[src/rtl/countdown_timer_ctrl_if.sv]
// Control/status bundle for countdown_timer_ctrl: strobes and levels in, registered count and flags out.
// No valid/ready pair here: Start and Clear are single-cycle strobes acted on at the next rising edge,
// Pause and AutoReload are levels sampled every edge, and every status output is a flop.
interface countdown_timer_ctrl_if #(
    parameter int CNT_WIDTH = 8
);
    logic                 Start;
    logic                 Pause;
    logic                 Clear;
    logic                 AutoReload;
    logic [CNT_WIDTH-1:0] LoadValue;
    logic [CNT_WIDTH-1:0] Out;
    logic                 Tick;
    logic                 Running;
    logic                 Done;
    logic                 Expired;
    logic [1:0]           state_dbg;

    modport master (
        output Start, Pause, Clear, AutoReload, LoadValue,
        input  Out, Tick, Running, Done, Expired, state_dbg
    );

    modport slave (
        input  Start, Pause, Clear, AutoReload, LoadValue,
        output Out, Tick, Running, Done, Expired, state_dbg
    );
endinterface

[src/rtl/countdown_timer_ctrl.sv]
// Countdown timer with built-in prescaler: one decrement per TICKS_PER_SEC clocks,
// pause/clear/restart control, one-shot or auto-reload, Done pulse and sticky Expired.
module countdown_timer_ctrl #(
    parameter int TICKS_PER_SEC = 50000000,
    parameter int DIV_WIDTH     = 27,
    parameter int CNT_WIDTH     = 8
) (
    input logic                   Clock,
    input logic                   Reset,
    countdown_timer_ctrl_if.slave bus
);

    localparam logic [1:0] ST_IDLE    = 2'd0;
    localparam logic [1:0] ST_RUN     = 2'd1;
    localparam logic [1:0] ST_PAUSED  = 2'd2;
    localparam logic [1:0] ST_EXPIRED = 2'd3;

    localparam logic [DIV_WIDTH-1:0] PRESC_MAX  = DIV_WIDTH'(TICKS_PER_SEC - 1);
    localparam logic [DIV_WIDTH-1:0] PRESC_ZERO = '0;
    localparam logic [CNT_WIDTH-1:0] CNT_ZERO   = '0;
    localparam logic [CNT_WIDTH-1:0] CNT_ONE    = CNT_WIDTH'(1);

    logic [1:0]           state_q, state_d;
    logic [CNT_WIDTH-1:0] out_q, out_d;
    logic [DIV_WIDTH-1:0] presc_q, presc_d;
    logic                 tick_q, tick_d;
    logic                 done_q, done_d;

    // Expiry step applied on the edge after a registered Tick; shared by RUN only.
    logic [1:0]           exp_state;
    logic [CNT_WIDTH-1:0] exp_out;
    logic                 exp_done;

    always_comb begin
        exp_state = ST_RUN;
        exp_out   = out_q;
        exp_done  = 1'b0;
        if (out_q > CNT_ONE) begin
            exp_out = out_q - CNT_ONE;
        end else if (out_q == CNT_ONE) begin
            exp_out  = CNT_ZERO;
            exp_done = 1'b1;
            if (!bus.AutoReload) begin
                exp_state = ST_EXPIRED;
            end
        end else if (bus.AutoReload) begin
            // Reloading zero counts as reaching zero again.
            exp_out  = bus.LoadValue;
            exp_done = (bus.LoadValue == CNT_ZERO);
        end else begin
            exp_state = ST_EXPIRED;
        end
    end

    always_comb begin
        state_d = state_q;
        out_d   = out_q;
        presc_d = presc_q;
        tick_d  = 1'b0;
        done_d  = 1'b0;

        if (bus.Clear) begin
            state_d = ST_IDLE;
            out_d   = CNT_ZERO;
            presc_d = PRESC_MAX;
        end else if (bus.Start) begin
            out_d   = bus.LoadValue;
            presc_d = PRESC_MAX;
            if (bus.LoadValue == CNT_ZERO) begin
                state_d = ST_EXPIRED;
                done_d  = 1'b1;
            end else begin
                state_d = ST_RUN;
            end
        end else begin
            case (state_q)
                ST_IDLE: begin
                    presc_d = PRESC_MAX;
                end
                ST_RUN: begin
                    // A Tick already registered is always consumed, even if Pause rises now.
                    if (tick_q) begin
                        state_d = exp_state;
                        out_d   = exp_out;
                        done_d  = exp_done;
                    end
                    if (state_d == ST_EXPIRED) begin
                        presc_d = PRESC_MAX;
                    end else if (bus.Pause) begin
                        state_d = ST_PAUSED;
                    end else if (presc_q == PRESC_ZERO) begin
                        tick_d  = 1'b1;
                        presc_d = PRESC_MAX;
                    end else begin
                        presc_d = presc_q - 1'b1;
                    end
                end
                ST_PAUSED: begin
                    // Prescaler stays frozen on the resume edge and counts on from there.
                    if (!bus.Pause) begin
                        state_d = ST_RUN;
                    end
                end
                ST_EXPIRED: begin
                    out_d   = CNT_ZERO;
                    presc_d = PRESC_MAX;
                end
                default: begin
                    state_d = ST_IDLE;
                    out_d   = CNT_ZERO;
                    presc_d = PRESC_MAX;
                end
            endcase
        end
    end

    always_ff @(posedge Clock or posedge Reset) begin
        if (Reset) begin
            state_q <= ST_IDLE;
            out_q   <= CNT_ZERO;
            presc_q <= PRESC_MAX;
            tick_q  <= 1'b0;
            done_q  <= 1'b0;
        end else begin
            state_q <= state_d;
            out_q   <= out_d;
            presc_q <= presc_d;
            tick_q  <= tick_d;
            done_q  <= done_d;
        end
    end

    assign bus.Out       = out_q;
    assign bus.Tick      = tick_q;
    assign bus.Done      = done_q;
    assign bus.Running   = (state_q == ST_RUN);
    assign bus.Expired   = (state_q == ST_EXPIRED);
    assign bus.state_dbg = state_q;

endmodule

[src/flat_wrapper.sv]
// flat-port wrapper written by rule: the top's interface ports become plain ports
module countdown_timer_ctrl_flat 
#(
    parameter int TICKS_PER_SEC = 50000000,
    parameter int DIV_WIDTH     = 27,
    parameter int CNT_WIDTH     = 8
)
  (Clock, Reset, bus_Start, bus_Pause, bus_Clear, bus_AutoReload, bus_LoadValue, bus_Out, bus_Tick, bus_Running, bus_Done, bus_Expired, bus_state_dbg);
  countdown_timer_ctrl_if #(.CNT_WIDTH(CNT_WIDTH)) bus_i ();
  input logic Clock;
  input logic Reset;
  input wire logic [$bits(bus_i.Start)-1:0] bus_Start;
  input wire logic [$bits(bus_i.Pause)-1:0] bus_Pause;
  input wire logic [$bits(bus_i.Clear)-1:0] bus_Clear;
  input wire logic [$bits(bus_i.AutoReload)-1:0] bus_AutoReload;
  input wire logic [$bits(bus_i.LoadValue)-1:0] bus_LoadValue;
  output wire logic [$bits(bus_i.Out)-1:0] bus_Out;
  output wire logic [$bits(bus_i.Tick)-1:0] bus_Tick;
  output wire logic [$bits(bus_i.Running)-1:0] bus_Running;
  output wire logic [$bits(bus_i.Done)-1:0] bus_Done;
  output wire logic [$bits(bus_i.Expired)-1:0] bus_Expired;
  output wire logic [$bits(bus_i.state_dbg)-1:0] bus_state_dbg;
  assign bus_i.Start = bus_Start;
  assign bus_i.Pause = bus_Pause;
  assign bus_i.Clear = bus_Clear;
  assign bus_i.AutoReload = bus_AutoReload;
  assign bus_i.LoadValue = bus_LoadValue;
  assign bus_Out = bus_i.Out;
  assign bus_Tick = bus_i.Tick;
  assign bus_Running = bus_i.Running;
  assign bus_Done = bus_i.Done;
  assign bus_Expired = bus_i.Expired;
  assign bus_state_dbg = bus_i.state_dbg;
  countdown_timer_ctrl #(.TICKS_PER_SEC(TICKS_PER_SEC), .DIV_WIDTH(DIV_WIDTH), .CNT_WIDTH(CNT_WIDTH)) u_core (.Clock(Clock), .Reset(Reset), .bus(bus_i));
endmodule
[config.mk]
export PLATFORM = sky130hd
export DESIGN_NAME = countdown_timer_ctrl_flat
export DESIGN_NICKNAME = d
export VERILOG_FILES = /design/src/rtl/countdown_timer_ctrl_if.sv /design/src/rtl/countdown_timer_ctrl.sv /design/src/flat_wrapper.sv
export SDC_FILE = /design/constraint.sdc
export NUM_CORES = 1
export LEC_CHECK = 0
export ABC_AREA = 1
export BUFFER_PORTS_ARGS = -buffer_cell sky130_fd_sc_hd__buf_2
export CAP_MARGIN = 5
export CORE_UTILIZATION = 35
export DETAILED_ROUTE_END_ITERATION = 8
export GPL_ROUTABILITY_DRIVEN = 0
export PLACE_DENSITY = 0.59
export SYNTH_ARGS = -nofsm -noshare
export SYNTH_HDL_FRONTEND = slang
export SYNTH_SLANG_ARGS = --single-unit
[constraint.sdc]
create_clock -name Clock -period 2.1 [get_ports Clock]
set_input_delay 0.315 -clock Clock [delete_from_list [all_inputs] [get_ports Clock]]
set_output_delay 0.315 -clock Clock [all_outputs]
set_load 0.02 [all_outputs]
Word level (Yosys, flattened, before mapping)
Index checks and enable logic that the tools add are counted.
Word-level totals
  flip-flop bits (word level): 39
  bits of input ports: 14
  output and inout bits: 14
Operators by class
  add/sub/neg operators: 2
  magnitude comparators: 1
  eq/ne operators: 9
  mux-type cells: 40
  reductions and logical operators: 10
Operators by type and width (number)
  $mux 27: 5
  $pmux 27 s2: 1
  $mux 8: 6
  $logic_not 27->1: 1
  $sub 27x1->27 const B: 1
  $mux 2: 12
  $pmux 8 s2: 1
  $mux 1: 14
  $reduce_bool 4->1: 3
  $eq 8x1->1 const B: 1
  $gt 8x1->1 const B: 1
  $logic_not 8->1: 1
  $sub 8x1->8 const B: 1
  $eq 2x2->1 const B: 3
  $ne 6x4->1 const B: 1
  $ne 5x4->1 const B: 1
  $ne 4x3->1 const B: 1
  $ne 4x4->1 const B: 1
  $pmux 2 s2: 1
  $reduce_and 2->1: 2
  $reduce_and 3->1: 1
  $eq 2x1->1 const B: 1
  $logic_not 2->1: 1
  $reduce_or 2->1: 1

Depth between registers and ports, before layout
Gate-level depths: netlist of run 1.
  depth in word-level cells: 11
  mapped depth: 13

Least setup slack after synthesis of run 1
No wires, ideal clock.
  kind: register -> register
  start point: register u_core.state_q[0], in the netlist u_core.bus.state_dbg[0]
  end point: register u_core.presc_q[7]
  arrival: 1.803 ns
  path slack: 0.179 ns
  stages on the path, launching flop included: 10
  buffers on the path: 1
  path through: dfrtp_1 > inv_1 > ha_1 > nor2_1 > nand3_1 > nand2_4 > inv_6 > buf_8 > nand2_1 > o21ai_2
On the way
  word-level cells in the longest chain between the ends: 9
  elaborated cells between the ends (all ways): 16
  those cells by class: eq/ne: 4; mux: 8; reduce/logical: 4
RTL lines
  from (decl): line countdown_timer_ctrl.sv:23  | logic [1:0] state_q, state_d;
  from (signal assigned): line countdown_timer_ctrl.sv:125  | state_q <= state_d;
  $mux 2: line countdown_timer_ctrl.sv:82  | if (tick_q) begin
  $mux 2: line countdown_timer_ctrl.sv:76  | case (state_q)
  $mux 2: line countdown_timer_ctrl.sv:66  | end else if (bus.Start) begin
  $mux 2: line countdown_timer_ctrl.sv:62  | if (bus.Clear) begin
  $eq 2x2->1: line countdown_timer_ctrl.sv:87  | if (state_d == ST_EXPIRED) begin
  $mux 27: line countdown_timer_ctrl.sv:87
  $pmux 27 s2: line countdown_timer_ctrl.sv:76
  $mux 27: line countdown_timer_ctrl.sv:66
  $mux 27: line countdown_timer_ctrl.sv:62
  to (signal assigned): line countdown_timer_ctrl.sv:127  | presc_q <= presc_d;
  to (decl): line countdown_timer_ctrl.sv:25  | logic [DIV_WIDTH-1:0] presc_q, presc_d;
Parallel ways exist; a longest one is shown, timed or not. The select of a mux whose other input is x is not followed.
A chain may end at the register's enable or synchronous reset.

Final worst setup path of run 1
  start point: register u_core.out_q[0], in the netlist u_core.bus.Out[0]
  end point: register u_core.presc_q[16]
On the way
  word-level cells in the longest chain between the ends: 11
  elaborated cells between the ends (all ways): 13
  those cells by class: order compare: 1; eq/ne: 2; mux: 9; reduce/logical: 1
RTL lines
  from (decl): line countdown_timer_ctrl.sv:24  | logic [CNT_WIDTH-1:0] out_q, out_d;
  from (signal assigned): line countdown_timer_ctrl.sv:126  | out_q <= out_d;
  $gt 8x1->1 *: line countdown_timer_ctrl.sv:38  | if (out_q > CNT_ONE) begin
  $mux 2 *: line countdown_timer_ctrl.sv:38
  $mux 2 *: line countdown_timer_ctrl.sv:82
  $mux 2 *: line countdown_timer_ctrl.sv:76
  $mux 2 *: line countdown_timer_ctrl.sv:66
  $mux 2 *: line countdown_timer_ctrl.sv:62
  $eq 2x2->1 *: line countdown_timer_ctrl.sv:87
  $mux 27: line countdown_timer_ctrl.sv:87
  $pmux 27 s2: line countdown_timer_ctrl.sv:76
  $mux 27: line countdown_timer_ctrl.sv:66
  $mux 27: line countdown_timer_ctrl.sv:62
Every way passes the cells marked *; elsewhere a longest branch is shown, timed or not. The select of a mux whose other input is x is not followed.

==> results of run 1 <==
## placed cells by master, fill, tap and decap left out, drive strengths merged
master	n
clkbuf	6
nand3	53
bufinv	1
nor3b	2
o21a	1
nand2	103
o21bai	1
ha	7
dfstp	18
xor2	6
inv	73
nor2	61
o2111ai	1
a21oi	10
xnor2	3
nor3	9
o31ai	1
o22ai	3
or2	1
dfrtp	21
o21ai	43
buf	38
clkinv	1
nand4	19
## worst register-to-register path, delay by kind of cell (launching register included)
| kind | cells | cell delay [ps] |
|---|---|---|
| AND/OR/NAND/NOR | 9 | 1090 |
| flip-flops | 1 | 420 |
| buffers and inverters | 1 | 90 |
| adder cells (fa/ha/maj) | 1 | 240 |
## registers in the layout (all words and copies together), names as in the netlist
register	cells
u_core.bus.Done	1
u_core.presc_q	27
u_core.bus.Tick	1
u_core.bus.state_dbg	2
u_core.bus.Out	8
## cell type report
cell class | instances | area (um^2) | area share (%)
Inverter | 73 | 281.5 | 8.263
Clock buffer | 6 | 82.58 | 2.424
Multi-Input combinational cell | 324 | 1660 | 48.73
Tap cell | 105 | 131.4 | 3.856
Sequential cell | 39 | 998.5 | 29.31
Clock inverter | 2 | 35.03 | 1.028
Timing Repair Buffer | 38 | 217.7 | 6.390
## routing by layer
| layer | part of all wire [%] | vias to the layer above | GRT usage (%) |
|---|---|---|---|
| li1 | - | 1509 | - |
| met1 | 48 | 1362 | 24.17 |
| met2 | 46 | 64 | 31.58 |
| met3 | 4.4 | 11 | 3.060 |
| met4 | 1.3 | 0 | 5.051 |
| met5 | 0 | - | 0 |
## worst paths after layout
path,start,to,slack (ps)
max,u_core.bus.Out[0]$_DFFE_PP0P_,u_core.presc_q[16]$_DFFE_PP0P_,180
min,Reset,u_core.presc_q[18]$_DFFE_PP0P_,130
max reg2reg,u_core.bus.Out[0]$_DFFE_PP0P_,u_core.presc_q[16]$_DFFE_PP0P_,180
min reg2reg,u_core.presc_q[5]$_DFFE_PP1P_,u_core.presc_q[5]$_DFFE_PP1P_,490
max in group asynchronous,Reset,u_core.presc_q[5]$_DFFE_PP1P_,1580
min in group Clock,bus_LoadValue[1],u_core.bus.Out[1]$_DFFE_PP0P_,350
## logic make-up (layout without fill, tap and decap cells)
logic type / after synthesis / after routing / synth area share, %
buf+inv: 81 / 119 / 11.52
xor+xnor: 9 / 9 / 2.631
flops: 39 / 39 / 33.32
fa+ha+maj: 7 / 7 / 2.923
simple gates: 248 / 248 / 37.95
compound gates: 60 / 60 / 11.65
## power groups by stage
stage	combinational (W)	sequential, W	clock (W)
floorplan	0.000410	0.000905	0
global placement	0.000579	0.000881	0
detailed placement	0.000584	0.000881	0
CTS	0.000587	0.000867	0.000695
global route	0.000667	0.000878	0.000721
finish	0.000588	0.000868	0.000675
## through the flow
step           power [W]  std cells  hold WS [ps]  util [%]
2_1_floorplan   0.001315        444         454.6         -
3_3_place_gp    0.001460        577         475.2     39.53
3_5_place_dp    0.001465        577         480.0     39.53
4_1_cts         0.002150        585         155.7     40.95
5_1_grt         0.002266        587         199.6     41.26
6_report        0.002131        587         134.6     41.26
## repair_timing
action | CTS | global route
endpoints found under the setup margin | 0 | 14
gates resized for setup | 0 | 4
buffers inserted | 0 | 2
==> impl_metrics.yaml, run 1 <==
drt:
  drc: 0
  viasPerCell: 5.019
  vias: 2946
  drtIter0Drc: 131
  routedWlPerCell_um: 12.72
  drtAntennaViolNets: 0
  first_pass_iters: 5
  wl_um: 7466
worst_setup_path:
  critical-path-max-stage-delay_ps: 420
  crit_path_top_delay_cell: "dfrtp_1"
  crit_required_ps: 2340
  cpMostUsedCell: "nand2_2"
  critPathBufInv: 1
  crit_path_start_kind: "flop"
  cp_top_family: "simple AND/OR/NAND/NOR gates"
  cp_max_fo: 10
  arrival_ps: 2150
  crit_path_end_kind: "flop"
  worst_r2r_path_depth: 11
  crit_type: "reg -> reg"
  path_depth: 11
  worstPathCellList: "inv_1, ha_1, nand2_2, nand2_2, nand3_2, nand2_2, nand2_4, nand4_2, nand2_4, nand2_1, nor2_1"
cts:
  holdBufCountCts: 0
  cts_tree: "done"
  h-tree-depth: 2
  cts_buffer_depth: 2
  path_clk_slew_ps: 90
  cts_buffers: 5
  clock_sinks: 39
  worstSkewPairLatency_ps: 300
  cts-root-buf: "clkbuf_8"
yosys:
  ys_top_cells_by_area: "dfrtp_1 (18%), dfstp_2 (16%), nand2_1 (12%)"
  synth.avg_cell_area_um2: 6.749
  ys_seq_elements: 39
  yosys-top-cells-count: "nand2_1 (93), inv_1 (68), nor2_1 (58)"
  netlist.top_cell.by_area: "dfrtp_1"
  yosysWarnings: 0
  synth_area_um2: 2997
  synth_ff_type: "dfrtp_1"
  syn_nets: 465
  synth_cells: 444
  yosysSeqAreaShare_pct: 33.32
  synth_cell_type_count: 37
  synth_most_common_cell: "nand2_1"
  synthArstFlopShare_pct: 100.0
  synth_edf_count: 0
  yosysTopAreaCellShare_pct: 17.54
finish:
  num_antenna_cells: 0
  nFillCells: 916
  final_area_um2: 3407
  area_growth_pct: 13.70
  layout-drive-gt1-share_pct: 19.71
  layout.nets: 502
sta:
  rsz0062_at_grt: "no"
  maxSlewHeadroom_pct: 65.08
  worst_slack_ps: 184.0
  fin_crit_sh_pct: 91.24
  slew_viol_final: 0
  finalSetupTns_ps: 0
  finalSetupViolCount: 0
  tightest_slew_ps: 523.8
  fin_worst_skew_ps: 8.793
  hold_violations: 0
  fmax_mhz: 521.9
  fin_crit_ps: 1916
hold_path:
  hold_class: "in -> async"
floorplanning:
  fp.dieH_um: 94.53
  start_util_pct: 36.29
  coreArea_um2: 8258
  num_rows: 33
  pin_count: 28
  fp.dieW_um: 94.53
  die-area_um2: 8936
place:
  io_buffers: 27
  dpl_worst_slack_ps: 113.1
  post_dp_cell_area_um2: 3264
  hpwl_um: 5617
global_route:
  antenna_found_initial: 0
  grt-ovfl-total: 0
  grt_pass1_wl_um: 13010
  grt_pass1_vias: 2798
  grt_max_degree: 40
  grt_use_total_pct: 18.52
power_and_ir_drop:
  pwr-share-seq_pct: 40.7
  vdd_drop_max_uv: 351.5
  pwr-share-clk_pct: 31.7
  p_sw_share_pct: 34.62
  p_leak_nw: 1.694
  p_switching_w: 0.0007377
  power_frac_comb_pct: 27.6
  p_int_w: 0.001393
  pwr_density_cell_nw_per_um2: 625.5
status:
  outcome: "completed"
job:
  maxCapViolations: 0
Note: power is estimated with default switching activity, not from simulation.
==> run 2, diff against run 1 <==
- ABC_AREA: 1 -> unset
- CTS_BUF_LIST: unset -> sky130_fd_sc_hd__clkbuf_4
==> run 2 against run 1 <==
The flow now finishes with violations (setup timing). Hold slack got worse by 73 ps. Sequential cell count unchanged. Synthesized cell count decreased by 31%. Sequential share of layout area decreased by 4.5 points. Area after synthesis decreased by 7.9%. Register-to-register slack got worse by 370 ps. Total power increased by 11%. Core utilization increased by 11 points. First-iteration DRC count increased by 20%. Clock skew decreased by 1.2 ps. Critical path type unchanged. Largest power group is now combinational logic.
==> impl_metrics.yaml, run 2 <==
drt:
  drc: 0
  drtIter0Drc: 157
  viasPerCell: 5.890
  wl_um: 8791
  vias: 2945
  drtAntennaViolNets: 0
  first_pass_iters: 4
  routedWlPerCell_um: 17.58
floorplanning:
  num_rows: 32
  fp.dieW_um: 90.79
  fp.dieH_um: 90.79
  die-area_um2: 8242
  coreArea_um2: 7687
  start_util_pct: 35.89
  pin_count: 28
place:
  post_dp_cell_area_um2: 3516
  hpwl_um: 5725
  io_buffers: 27
  placedCellCount: 478
yosys:
  yosysWarnings: 0
  synth.avg_cell_area_um2: 9.046
  ys_seq_elements: 39
  synth_most_common_cell: "nor2_1"
  netlist.top_cell.by_area: "dfrtp_1"
  synthArstFlopShare_pct: 100.0
  yosysTopAreaCellShare_pct: 19.05
  synth_edf_count: 0
  synth_area_um2: 2759
  yosysSeqAreaShare_pct: 36.19
  synth_ff_type: "dfrtp_1"
  synth_cell_type_count: 63
  synth_cells: 305
  yosys-top-cells-count: "nor2_1 (24), dfrtp_1 (21), dfstp_2 (18), nor4_1 (18), o21ai_0 (16)"
  syn_nets: 326
  ys_top_cells_by_area: "dfrtp_1 (19%), dfstp_2 (17%), nor4_1 (4.1%)"
sta:
  fin_crit_sh_pct: 109.1
  rsz0062_at_grt: "yes"
  finalSetupTns_ps: -1082
  worst_slack_ps: -190.2
  finalSetupViolCount: 12
  slew_viol_final: 0
  fin_crit_ps: 2290
  fmax_mhz: 436.6
  fin_worst_skew_ps: 7.641
  maxSlewHeadroom_pct: 65.98
  hold_violations: 0
  tightest_slew_ps: 505.6
finish:
  num_antenna_cells: 0
  multi_input_area_um2: 1989
  layout-drive-gt1-share_pct: 50.00
  instances_no_fill: 500
  seq_area_um2: 1006
  largest_reg_flops: 27
  layout_common_cells: "buf_4 (56), buf_2 (27), nor2_1 (20)"
  final_common_cell: "buf_4"
  nFillCells: 681
  largest_register: "u_core.presc_q"
  final_area_um2: 4048
  layout.nets: 418
  area_growth_pct: 46.71
worst_setup_path:
  worstPathCellList: "or4_4, buf_6, buf_4, o311ai_0, o21ai_1, a22o_1, a22o_2"
  crit_path_end_kind: "flop"
  crit_required_ps: 2360
  arrival_ps: 2550
  critical-path-max-stage-delay_ps: 560
  crit_path_start: "u_core.bus.Out[7]$_DFFE_PP0P_"
  crit_path_start_kind: "flop"
  cp_max_fo: 5
  crit_type: "reg -> reg"
  crit_path_top_delay_cell: "or4_4"
  reg2reg_from: "u_core.bus.Out[7]$_DFFE_PP0P_"
cts:
  worstSkewPairLatency_ps: 350
  cts_buffer_depth: 2
  cts_buffers: 5
  path_clk_slew_ps: 120
  h-tree-depth: 2
  cts-root-buf: "clkbuf_4"
  clock_sinks: 39
  cts_tree: "done"
global_route:
  grt_use_total_pct: 21.36
  antenna_found_initial: 0
  grt_max_degree: 40
  grt_pass1_wl_um: 14180
  grt-ovfl-total: 0
  grt_pass1_vias: 2876
hold_path:
  hold_class: "in -> async"
status:
  failed_checks: "setup timing"
  outcome: "finished, violations left"
power_and_ir_drop:
  pwr_density_cell_nw_per_um2: 586.3
  p_leak_nw: 1.655
  vdd_drop_max_uv: 332.0
job:
  maxCapViolations: 0
[run 2: through the flow]
step | setup slack [ps] | util [%] | total power (W) | hold WS, ps
2_1_floorplan | -400.6 | - | 0.001460 | 378.1
3_3_place_gp | -121.0 | 45.74 | 0.001788 | 474.1
3_5_place_dp | -179.1 | 45.74 | 0.001801 | 479.4
4_1_cts | -146.6 | 49.82 | 0.002318 | 86.85
5_1_grt | -228.4 | 52.65 | 0.002509 | 121.9
6_report | -190.2 | 52.65 | 0.002373 | 61.50
[run 2: routing by layer]
metal | GRT usage, % | routed length (um)
met5 | 0 | 0
met4 | 7.011 | 80
met3 | 3.030 | 392
met2 | 34.22 | 4311
met1 | 29.60 | 4006
[run 2: path summary, 6_finish.rpt]
kind / slack, ps / cells after the start / end
max: -190 / 7 / u_core.bus.Out[2]$_DFFE_PP0P_
min: 60 / 3 / u_core.presc_q[7]$_DFFE_PP0P_
max reg2reg: -190 / 7 / u_core.bus.Out[2]$_DFFE_PP0P_
min reg2reg: 500 / 1 / u_core.presc_q[16]$_DFFE_PP0P_
max in group asynchronous: 1660 / 3 / u_core.bus.state_dbg[0]$_DFFE_PP0P_
min in group Clock: 250 / 3 / u_core.bus.Done$_DFF_PP0_
[run 2: repair_timing]
action / CTS / global route
setup buffers: 10 / 4
endpoints found under the setup margin: 34 / 38
resized for setup: 33 / 46
cloned: 3 / 0
hold buffers: 0 / 0
pin swaps: 22 / 24
[run 2: power by group]
group	total (W)	switching [W]	internal, W
combinational	0.00109	0.000575	0.000514
clock	0.000418	0.000261	0.000157
sequential	0.000867	0.0000487	0.000819
[run 2: worst max-delay path: cells and delay by family (launching register included)]
kind / cells / cell delay (ps)
and+or+nand+nor: 1 / 560
DFF: 1 / 420
buffers and inverters: 2 / 290
AOI/OAI and AO/OA: 4 / 920
[run 2: kinds of logic (layout without fill, tap and decap cells)]
logic type | Yosys count | in the layout | synth area share, %
flip-flops | 39 | 39 | 36.19
multiplexers | 2 | 2 | 0.9522
XOR/XNOR | 3 | 3 | 0.9526
adder cells (fa/ha/maj) | 7 | 7 | 3.174
AND/OR/NAND/NOR | 124 | 124 | 25.67
AO/OA/AOI/OAI | 98 | 99 | 27.26
buffers and inverters | 32 | 124 | 5.805
[run 2: cell type report]
type,count,share of cell area [%]
clock buffer,7,1.298
inverter,15,1.391
tap,102,3.153
timing repair buffer,101,20.03
sequential,39,24.85
multi-input combinational,235,49.15
clock inverter,1,0.1236
